`src/rtl/alu_issue_ctrl_if.sv`:
```
// Instruction-side handshake and datapath issue bus of alu_issue_ctrl.
interface alu_issue_ctrl_if;
  logic [31:0] in_instr;
  logic        in_valid;
  logic        in_ready;
  logic        flush;
  logic [31:0] issue_instr;
  logic        issue_valid;

  modport master (
    output in_instr, in_valid, flush,
    input  in_ready, issue_instr, issue_valid
  );

  modport slave (
    input  in_instr, in_valid, flush,
    output in_ready, issue_instr, issue_valid
  );
endinterface

```
`src/rtl/alu_issue_ctrl.sv`:
```
// In-order issue controller: instruction queue, per-register write-back scoreboard, RAW stall.
// Optional ISSUE_STATS_EN adds saturating stall_cnt / issue_cnt outputs.
module alu_issue_ctrl #(
  parameter int unsigned DEPTH  = 4,
  parameter int unsigned WB_LAT = 3,
  parameter int unsigned NREG   = 32
) (
  input  logic              clk,
  input  logic              rst,
  alu_issue_ctrl_if.slave   bus,
  output logic              busy,
  output logic [1:0]        state
`ifdef ISSUE_STATS_EN
  ,
  output logic [15:0]       stall_cnt,
  output logic [15:0]       issue_cnt
`endif
);

  localparam int unsigned PW   = $clog2(DEPTH);
  localparam int unsigned CNTW = $clog2(DEPTH + 1);
  localparam int unsigned CW   = $clog2(WB_LAT + 1);

  typedef enum logic [1:0] {
    IDLE  = 2'd0,
    ISSUE = 2'd1,
    STALL = 2'd2
  } state_t;

  logic [31:0]     mem [DEPTH];
  logic [PW-1:0]   rd_ptr;
  logic [PW-1:0]   wr_ptr;
  logic [CNTW-1:0] count;
  logic [CW-1:0]   sb [NREG];
  state_t          state_q;
  state_t          state_d;
  logic [31:0]     issue_instr_q;
  logic            issue_valid_q;

  logic [31:0] head;
  logic [5:0]  op;
  logic [4:0]  rd;
  logic [4:0]  rs;
  logic [4:0]  rt;
  logic        full;
  logic        empty;
  logic        push;
  logic        head_ok;
  logic        can_issue;
  logic        hazard;
  logic        sb_any;

  // Head decode and issue decision
  always_comb begin
    head      = mem[rd_ptr];
    op        = head[31:26];
    rd        = head[25:21];
    rs        = head[20:16];
    rt        = head[15:11];
    full      = (count == CNTW'(DEPTH));
    empty     = (count == '0);
    push      = bus.in_valid && !full && !bus.flush;
    head_ok   = (op == 6'd0) || ((sb[rs] == '0) && (sb[rt] == '0));
    can_issue = !empty && !bus.flush && head_ok;
    hazard    = !empty && !head_ok;
  end

  assign bus.in_ready    = !full;
  assign bus.issue_instr = issue_instr_q;
  assign bus.issue_valid = issue_valid_q;
  assign state           = state_q;

  always_ff @(posedge clk) begin
    if (push) mem[wr_ptr] <= bus.in_instr;
  end

  // Queue pointers and occupancy; flush discards everything including a same-cycle push
  always_ff @(posedge clk or posedge rst) begin
    if (rst) begin
      rd_ptr <= '0;
      wr_ptr <= '0;
      count  <= '0;
    end else if (bus.flush) begin
      rd_ptr <= '0;
      wr_ptr <= '0;
      count  <= '0;
    end else begin
      if (push)      wr_ptr <= wr_ptr + PW'(1);
      if (can_issue) rd_ptr <= rd_ptr + PW'(1);
      count <= count + CNTW'(push) - CNTW'(can_issue);
    end
  end

  // Scoreboard: a new write-back reservation overrides the countdown
  always_ff @(posedge clk or posedge rst) begin
    if (rst) begin
      for (int i = 0; i < NREG; i++) sb[i] <= '0;
    end else begin
      for (int i = 0; i < NREG; i++) begin
        if (can_issue && (op != 6'd0) && (rd == 5'(i))) sb[i] <= CW'(WB_LAT);
        else if (sb[i] != '0)                           sb[i] <= sb[i] - CW'(1);
      end
    end
  end

  always_comb begin
    sb_any = 1'b0;
    for (int i = 0; i < NREG; i++) begin
      if (sb[i] != '0) sb_any = 1'b1;
    end
    busy = !empty || sb_any;
  end

  always_ff @(posedge clk or posedge rst) begin
    if (rst) begin
      issue_instr_q <= '0;
      issue_valid_q <= 1'b0;
    end else if (can_issue) begin
      issue_instr_q <= head;
      issue_valid_q <= 1'b1;
    end else begin
      issue_instr_q <= '0;
      issue_valid_q <= 1'b0;
    end
  end

  always_ff @(posedge clk or posedge rst) begin
    if (rst) state_q <= IDLE;
    else     state_q <= state_d;
  end

  always_comb begin
    state_d = state_q;
    case (state_q)
      IDLE:  if (!empty && !bus.flush) state_d = ISSUE;
      ISSUE: begin
        if (bus.flush || empty)                state_d = IDLE;
        else if (hazard)                       state_d = STALL;
        else if ((count == CNTW'(1)) && !push) state_d = IDLE;
      end
      STALL: begin
        if (bus.flush)   state_d = IDLE;
        else if (!hazard) state_d = ISSUE;
      end
      default: state_d = IDLE;
    endcase
  end

`ifdef ISSUE_STATS_EN
  always_ff @(posedge clk or posedge rst) begin
    if (rst) begin
      stall_cnt <= '0;
      issue_cnt <= '0;
    end else begin
      if ((state_q == STALL) && (stall_cnt != 16'hFFFF)) stall_cnt <= stall_cnt + 16'd1;
      if (can_issue && (op != 6'd0) && (issue_cnt != 16'hFFFF)) issue_cnt <= issue_cnt + 16'd1;
    end
  end
`endif

endmodule

```
`src/flat_wrapper.sv`:
```
// flat-port wrapper written by rule: the top's interface ports become plain ports
module alu_issue_ctrl_flat 
#(
  parameter int unsigned DEPTH  = 4,
  parameter int unsigned WB_LAT = 3,
  parameter int unsigned NREG   = 32
)
  (clk, rst, busy, state, bus_in_instr, bus_in_valid, bus_flush, bus_in_ready, bus_issue_instr, bus_issue_valid);
  alu_issue_ctrl_if bus_i ();
  input  logic clk;
  input  logic rst;
  output logic busy;
  output logic [1:0] state;
  input wire logic [$bits(bus_i.in_instr)-1:0] bus_in_instr;
  input wire logic [$bits(bus_i.in_valid)-1:0] bus_in_valid;
  input wire logic [$bits(bus_i.flush)-1:0] bus_flush;
  output wire logic [$bits(bus_i.in_ready)-1:0] bus_in_ready;
  output wire logic [$bits(bus_i.issue_instr)-1:0] bus_issue_instr;
  output wire logic [$bits(bus_i.issue_valid)-1:0] bus_issue_valid;
  assign bus_i.in_instr = bus_in_instr;
  assign bus_i.in_valid = bus_in_valid;
  assign bus_i.flush = bus_flush;
  assign bus_in_ready = bus_i.in_ready;
  assign bus_issue_instr = bus_i.issue_instr;
  assign bus_issue_valid = bus_i.issue_valid;
  alu_issue_ctrl #(.DEPTH(DEPTH), .WB_LAT(WB_LAT), .NREG(NREG)) u_core (.clk(clk), .rst(rst), .bus(bus_i), .busy(busy), .state(state));
endmodule
```
`config.mk`:
```
export PLATFORM = sky130hd
export DESIGN_NAME = alu_issue_ctrl_flat
export DESIGN_NICKNAME = d
export VERILOG_FILES = /design/src/rtl/alu_issue_ctrl_if.sv /design/src/rtl/alu_issue_ctrl.sv /design/src/flat_wrapper.sv
export SDC_FILE = /design/constraint.sdc
export NUM_CORES = 1
export LEC_CHECK = 0
export CORE_UTILIZATION = 40
export CTS_CLUSTER_DIAMETER = 60
export CTS_CLUSTER_SIZE = 40
export DETAILED_ROUTE_END_ITERATION = 8
export PLACE_DENSITY = 0.7
export SYNTH_ARGS = -nofsm -noshare
export SYNTH_HDL_FRONTEND = slang
export SYNTH_SLANG_ARGS = --single-unit
```
`constraint.sdc`:
```
create_clock -name clk -period 4.3 [get_ports clk]
set_clock_uncertainty 0.15 [all_clocks]
set_input_delay 1.29 -clock clk [delete_from_list [all_inputs] [get_ports clk]]
set_output_delay 1.29 -clock clk [all_outputs]
set_load 0.05 [all_outputs]
```
; Yosys cells after proc, flatten, opt, wreduce, memory -nomap -nowiden
; Memories as Yosys holds them, arrays and structs flattened.
; Cells that the tools add are included.
[totals]
register_bits = 106
ram_bits = 128
word_cells = 357
memories = 1
output_inout_bits = 37
in_bits = 36
[classes]
eq_ne = 38
mux = 118
n_bitwise = 2
n_reduce_logical = 122
n_addsub = 36
magnitude_cmp = 2
[mem_list]
columns = name, words, width, read_ports, rd_clocked_by_memory_dff, write_ports, line
row1 = u_core.mem, 4, 32, 1, 0, 1, alu_issue_ctrl.sv:30  ; logic [31:0] mem [DEPTH];
[ops]
columns = operator, n
row1 = two-way mux 2 bit, 78
row2 = nonzero test 2 bit, 66
row3 = == test 5 bit (second input constant), 16
row4 = subtractor 2 x 1 -> 2 bit (second input constant), 32
row5 = == test 5 x 4 -> 1 bit (second input constant), 8
row6 = logical AND 1 bit, 40
row7 = two-way mux 1 bit, 35
row8 = two-way mux 32 bit, 1
row9 = binary-select mux 2 bit (select 5 bit), 2
row10 = == test 5 x 3 -> 1 bit (second input constant), 4
row11 = greater-or-equal comparator 6 bit (second input constant), 2
row12 = NOT 5 -> 6 bit, 2
row13 = == test 5 x 2 -> 1 bit (second input constant), 2
row14 = zero test 2 bit, 3
row15 = zero test 6 bit, 1
row16 = case mux 2 bit (3 select lines), 1
row17 = nonzero test 6 bit, 1
row18 = == test 5 x 1 -> 1 bit (second input constant), 1
row19 = zero test 1 bit, 5
row20 = zero test 5 bit, 1
row21 = adder 2 x 1 -> 2 bit (second input constant), 2
row22 = != test 4 x 1 -> 1 bit (second input constant), 1
row23 = adder 3 x 1 -> 3 bit, 1
row24 = == test 3 x 1 -> 1 bit (second input constant), 1
row25 = 10 further kinds, 12

; Logic depth before layout (Yosys ltp)
[logic_depth]
ltp_word = 34
depth_mapped = 18
ltp_nobuf = 14

; Least setup slack after synthesis
; OpenSTA, ideal clock, no wires.
[synth_path]
kind = flip-flop to flip-flop
from = register u_core.rd_ptr[0]
to = register u_core.count[2]
required_time_ns = 4.018
synth_period_minus_slack_ns = 4.108
path_stages_with_launch = 18
path_buffers = 3
slack_ns = 0.192
setup_ns = 0.132
t_arrival_ns = 3.827
path_cell_list = dfrtp_1 buf_6 mux4_2 buf_4 inv_2 mux4_2 a22oi_1 nand2_1 o22ai_4 a21boi_1 clkbuf_1 ha_1 inv_1 ha_1 fa_1 xnor2_1 xnor2_1 nor2_1
[synth_between]
elab_chain_len = 11
word_cells_on_any_way = 17
cone_classes = 1 x add/sub / 7 x mux / 2 x bitwise / 6 x reduce/logical / 1 x memory
[synth_lines]
columns = item, line
row1 = from (decl), alu_issue_ctrl.sv:31  ; logic [PW-1:0] rd_ptr;
row2 = from (signal assigned), alu_issue_ctrl.sv:89  ; if (can_issue) rd_ptr <= rd_ptr + PW'(1);
row3 = memory (4 x 32 bit) *, --
row4 = NOT 5 -> 6 bit (implied by the code), alu_issue_ctrl.sv:63  ; head_ok = (op == 6'd0) || ((sb[rs] == '0) && (sb[rt] == '0));
row5 = binary-select mux 2 bit (select 5 bit), alu_issue_ctrl.sv:63
row6 = two-way mux 2 bit (implied by the code) (2 in series), alu_issue_ctrl.sv:63
row7 = zero test 2 bit, alu_issue_ctrl.sv:63
row8 = logical AND 1 bit, alu_issue_ctrl.sv:63
row9 = logical OR 1 bit *, alu_issue_ctrl.sv:63
row10 = logical AND 1 bit *, alu_issue_ctrl.sv:64  ; can_issue = !empty && !bus.flush && head_ok;
row11 = net u_core.can_issue, alu_issue_ctrl.sv:49  ; logic can_issue;
row12 = subtractor 3 x 1 -> 3 bit *, alu_issue_ctrl.sv:90  ; count <= count + CNTW'(push) - CNTW'(can_issue);
row13 = two-way mux 3 bit *, alu_issue_ctrl.sv:83  ; end else if (bus.flush) begin
row14 = to (signal assigned), alu_issue_ctrl.sv:90
row15 = to (decl), alu_issue_ctrl.sv:33  ; logic [CNTW-1:0] count;
; The timed path passes the listed nets; every way through them passes the cells marked *. The select of a mux whose other input is x is not followed.
; A chain may end at the register's enable or synchronous reset.

; Worst setup path in the final report
[layout_path]
from = register u_core.rd_ptr[0]
to = register u_core.count[2]
[layout_between]
elab_chain_len = 11
word_cells_on_any_way = 17
cone_classes = 1 x add/sub / 7 x mux / 2 x bitwise / 6 x reduce/logical / 1 x memory
[layout_lines]
columns = item, line
row1 = memory (4 x 32 bit) *, --
row2 = NOT 5 -> 6 bit (implied by the code), alu_issue_ctrl.sv:63
row3 = binary-select mux 2 bit (select 5 bit), alu_issue_ctrl.sv:63
row4 = two-way mux 2 bit (implied by the code) (2 in series), alu_issue_ctrl.sv:63
row5 = zero test 2 bit, alu_issue_ctrl.sv:63
row6 = logical AND 1 bit, alu_issue_ctrl.sv:63
row7 = logical OR 1 bit *, alu_issue_ctrl.sv:63
row8 = logical AND 1 bit *, alu_issue_ctrl.sv:64
row9 = subtractor 3 x 1 -> 3 bit *, alu_issue_ctrl.sv:90
row10 = two-way mux 3 bit *, alu_issue_ctrl.sv:83
; Mark *: on every way between the ends. The rest lies on a longest branch, timed or not. The select of a mux whose other input is x is not followed.

==> results.cfg <==
[detailed_routing]
drtPass1Iterations = 5
wl_per_cell_um = 18.51
ant_nets = 0
totalWireLength_mm = 21.76
drc_errors = 0
avgViaCountPerCell = 5.170
dr_total_vias = 6080
drt-initial-drc-count = 435

[clock_tree]
htreeDepth = 1
path_clk_slew_ps = 80
root_buffer = clkbuf_16
clock-sinks = 234
clk_latency_ps = 510
cts_buffers = 18
cts_tree = built
cts_buffer_depth = 3

[floorplan]
die_area_um2 = 26980
die-height_um = 164.3
rows = 59
io_pins = 73
fp.dieW_um = 164.3
core_um2 = 25910
start_util_pct = 40.64

[timing]
slew_violations = 0
fmax_mhz = 248.4
setup_viol_count_final = 0
fin_crit_sh_pct = 93.62
rsz0062_at_grt = false
hold_viol_final = 0
relSlewSlack_pct = 47.95
period_minus_slack_ps = 4026
finalSetupTns_ps = 0
worstMarginPinSlew_ps = 780.7

[critical_path]
endpoint_kind = flop
path_max_fanout = 10
worstSetupPathType = flop to flop
critPathRequiredTime_ps = 4540
arrival_ps = 4270
start_kind = flop

[synth]
synth_top_family_by_area = multiplexers
yosys_warnings = 0
yosys.area_share.xor_xnor_pct = 2.994
synth_top_cell_by_area = edfxtp_1
yosys-top-cells-count = edfxtp_1, dfrtp_1, inv_1, nor2_1, ha_1
yosys.area_share.simple_pct = 7.628
synth_nets = 827
synth-seq-cells = 234
synth_edf_count = 128
yosys-top-cells-area = edfxtp_1, dfrtp_1, mux4_2
syn_area_per_cell_um2 = 14.00
synth_most_common_cell = edfxtp_1
yosysUniqueCellTypes = 54
synth-compound-area-share_pct = 6.096
synthMuxAreaShare_pct = 12.29
synth-async-reset-ratio_pct = 45.30
synth_area_um2 = 10530
ys_seq_area_share_pct = 61.69
syn_inst = 752
synth_top_area_share_pct = 36.50
postSynth.topFlopCell = edfxtp_1
synthAdderAreaFrac_pct = 4.705

[global_route]
overflow = 0
grt_antenna_before_repair = 0
grt_pass1_vias = 6292
grt_usage_pct = 16.90
grt_first_pass_wirelength_mm = 34.82
grt_start_max_net_pins = 41

[layout]
num_antenna_cells = 0
nets = 904
final_area_um2 = 12270
syn_to_final_growth_pct = 16.54
utilization_pct = 47.36
layout-drive-gt1-share_pct = 14.51

[place]
port_buffers = 72
hpwl_mm = 14.22
place_congestion = 0.8601
dpl-instance-area_um2 = 11580

[power_and_ir_drop]
cellPowerDensity_nw_per_um2 = 621.9
p_leak_nw = 4.853
finalPower_mw = 7.631
worst_ir_drop_vdd_mv = 0.3444

[outcome]
status = complete, no violations

[worst_hold_path]
min_path_type = flop to flop

[flow_run]
drv_cap = 0
flip-flops by register name, indices dropped and copies added, names as in the netlist:
signal / flops
u_core.mem: 128
u_core.bus.issue_instr: 32
u_core.state: 2
u_core.wr_ptr: 2
u_core.count: 3
u_core.bus.issue_valid: 1
u_core.sb: 64
u_core.rd_ptr: 2
metal layers:
metal  track usage (%)  vias up  part of all wire [%]
li1                  -     2850                     -
met1             22.82     3042                    44
met2             28.54      160                    49
met3             2.854       28                   5.5
met4             3.704        0                   1.7
met5                 0        -                     0
repair_timing:
| action | CTS | global route |
|---|---|---|
| endpoints found under the hold margin | 0 | 0 |
| hold buffers | 0 | 0 |
| gates resized for setup | 0 | 1 |
| setup buffers | 0 | 0 |
| endpoints found under the setup margin | 0 | 2 |
worst max-delay path: stages, from the launching register on:
cell and delay, ps:
dfrtp_2 490, mux4_2 700, mux2_2 320, o311a_1 290
o211ai_1 80, o21ai_1 130, o22ai_4 320, a21boi_2 110
ha_1 290, inv_1 40, ha_1 200, fa_1 420
xnor2_1 200, xnor2_1 140, nor2_1 50
per-stage QoR:
step	std cells	worst slack, ps	hold slack (ps)
final	1176	274.2	384.5
after global routing	1176	7.904	403.8
after CTS	1175	29.81	385.7
after detailed placement	1143	263.1	368.6
after global placement	1143	312.4	358.9
after floorplan	752	71.11	343.0
report_power, final:
part | switching, mW | internal (mW) | total (mW)
Combinational | 1.40 | 1.23 | 2.63
Clock | 0.861 | 0.980 | 1.84
Sequential | 0.330 | 2.83 | 3.16
worst paths after layout:
check                                             start                                   to  slack [ps]  cells after the start
max                        u_core.rd_ptr[0]$_DFFE_PP0P_            u_core.count[2]$_DFF_PP0_         270                     14
min in group asynchronous                           rst  u_core.bus.issue_instr[6]$_DFF_PP0_        1050                      2
max reg2reg                u_core.rd_ptr[0]$_DFFE_PP0P_            u_core.count[2]$_DFF_PP0_         270                     14
min                            u_core.sb[7]$_DFFE_PP0P_             u_core.sb[7]$_DFFE_PP0P_         380                      2
min reg2reg                    u_core.sb[7]$_DFFE_PP0P_             u_core.sb[7]$_DFFE_PP0P_         380                      2
max in group asynchronous                           rst            u_core.sb[13]$_DFFE_PP0P_        2090                      3
logic make-up after synthesis:
logic type / count (synthesis)
adders and majority gates: 39
xor gates and xnor gates: 36
buffers and inverters: 104
DFF: 234
and+or+nand+nor: 156
muxes: 82
AOI/OAI and AO/OA: 101
cell usage in the layout, fill, tap and decap left out, drive strengths merged, types with 2 or more instances in the layout:
cell	count
nand3b	3
bufinv	2
xor2	33
mux4	36
ha	38
mux2	28
inv	81
nand3	8
clkdlybuf4s50	71
o21ai	66
o22ai	2
mux2i	19
nor3	4
xnor2	3
clkinv	4
and2	37
a221oi	2
nand2b	4
dfrtp	106
nor2	51
nor2b	9
o311ai	9
a21oi	11
nand2	19
nor4	2
buf	13
edfxtp	128
or3	2
clkbuf	20
or4	4
nand4	9
area by class of cell:
type                       count  area [um^2]
tap                          335        419.2
multi-input combinational    415         3580
inverter                      75        284.0
fill                        2230        13640
clock buffer                  20        479.2
clock inverter                12        178.9
timing repair buffer          85        833.3
sequential                   234         6497
No activity file was read; power rests on OpenSTA's default activity.
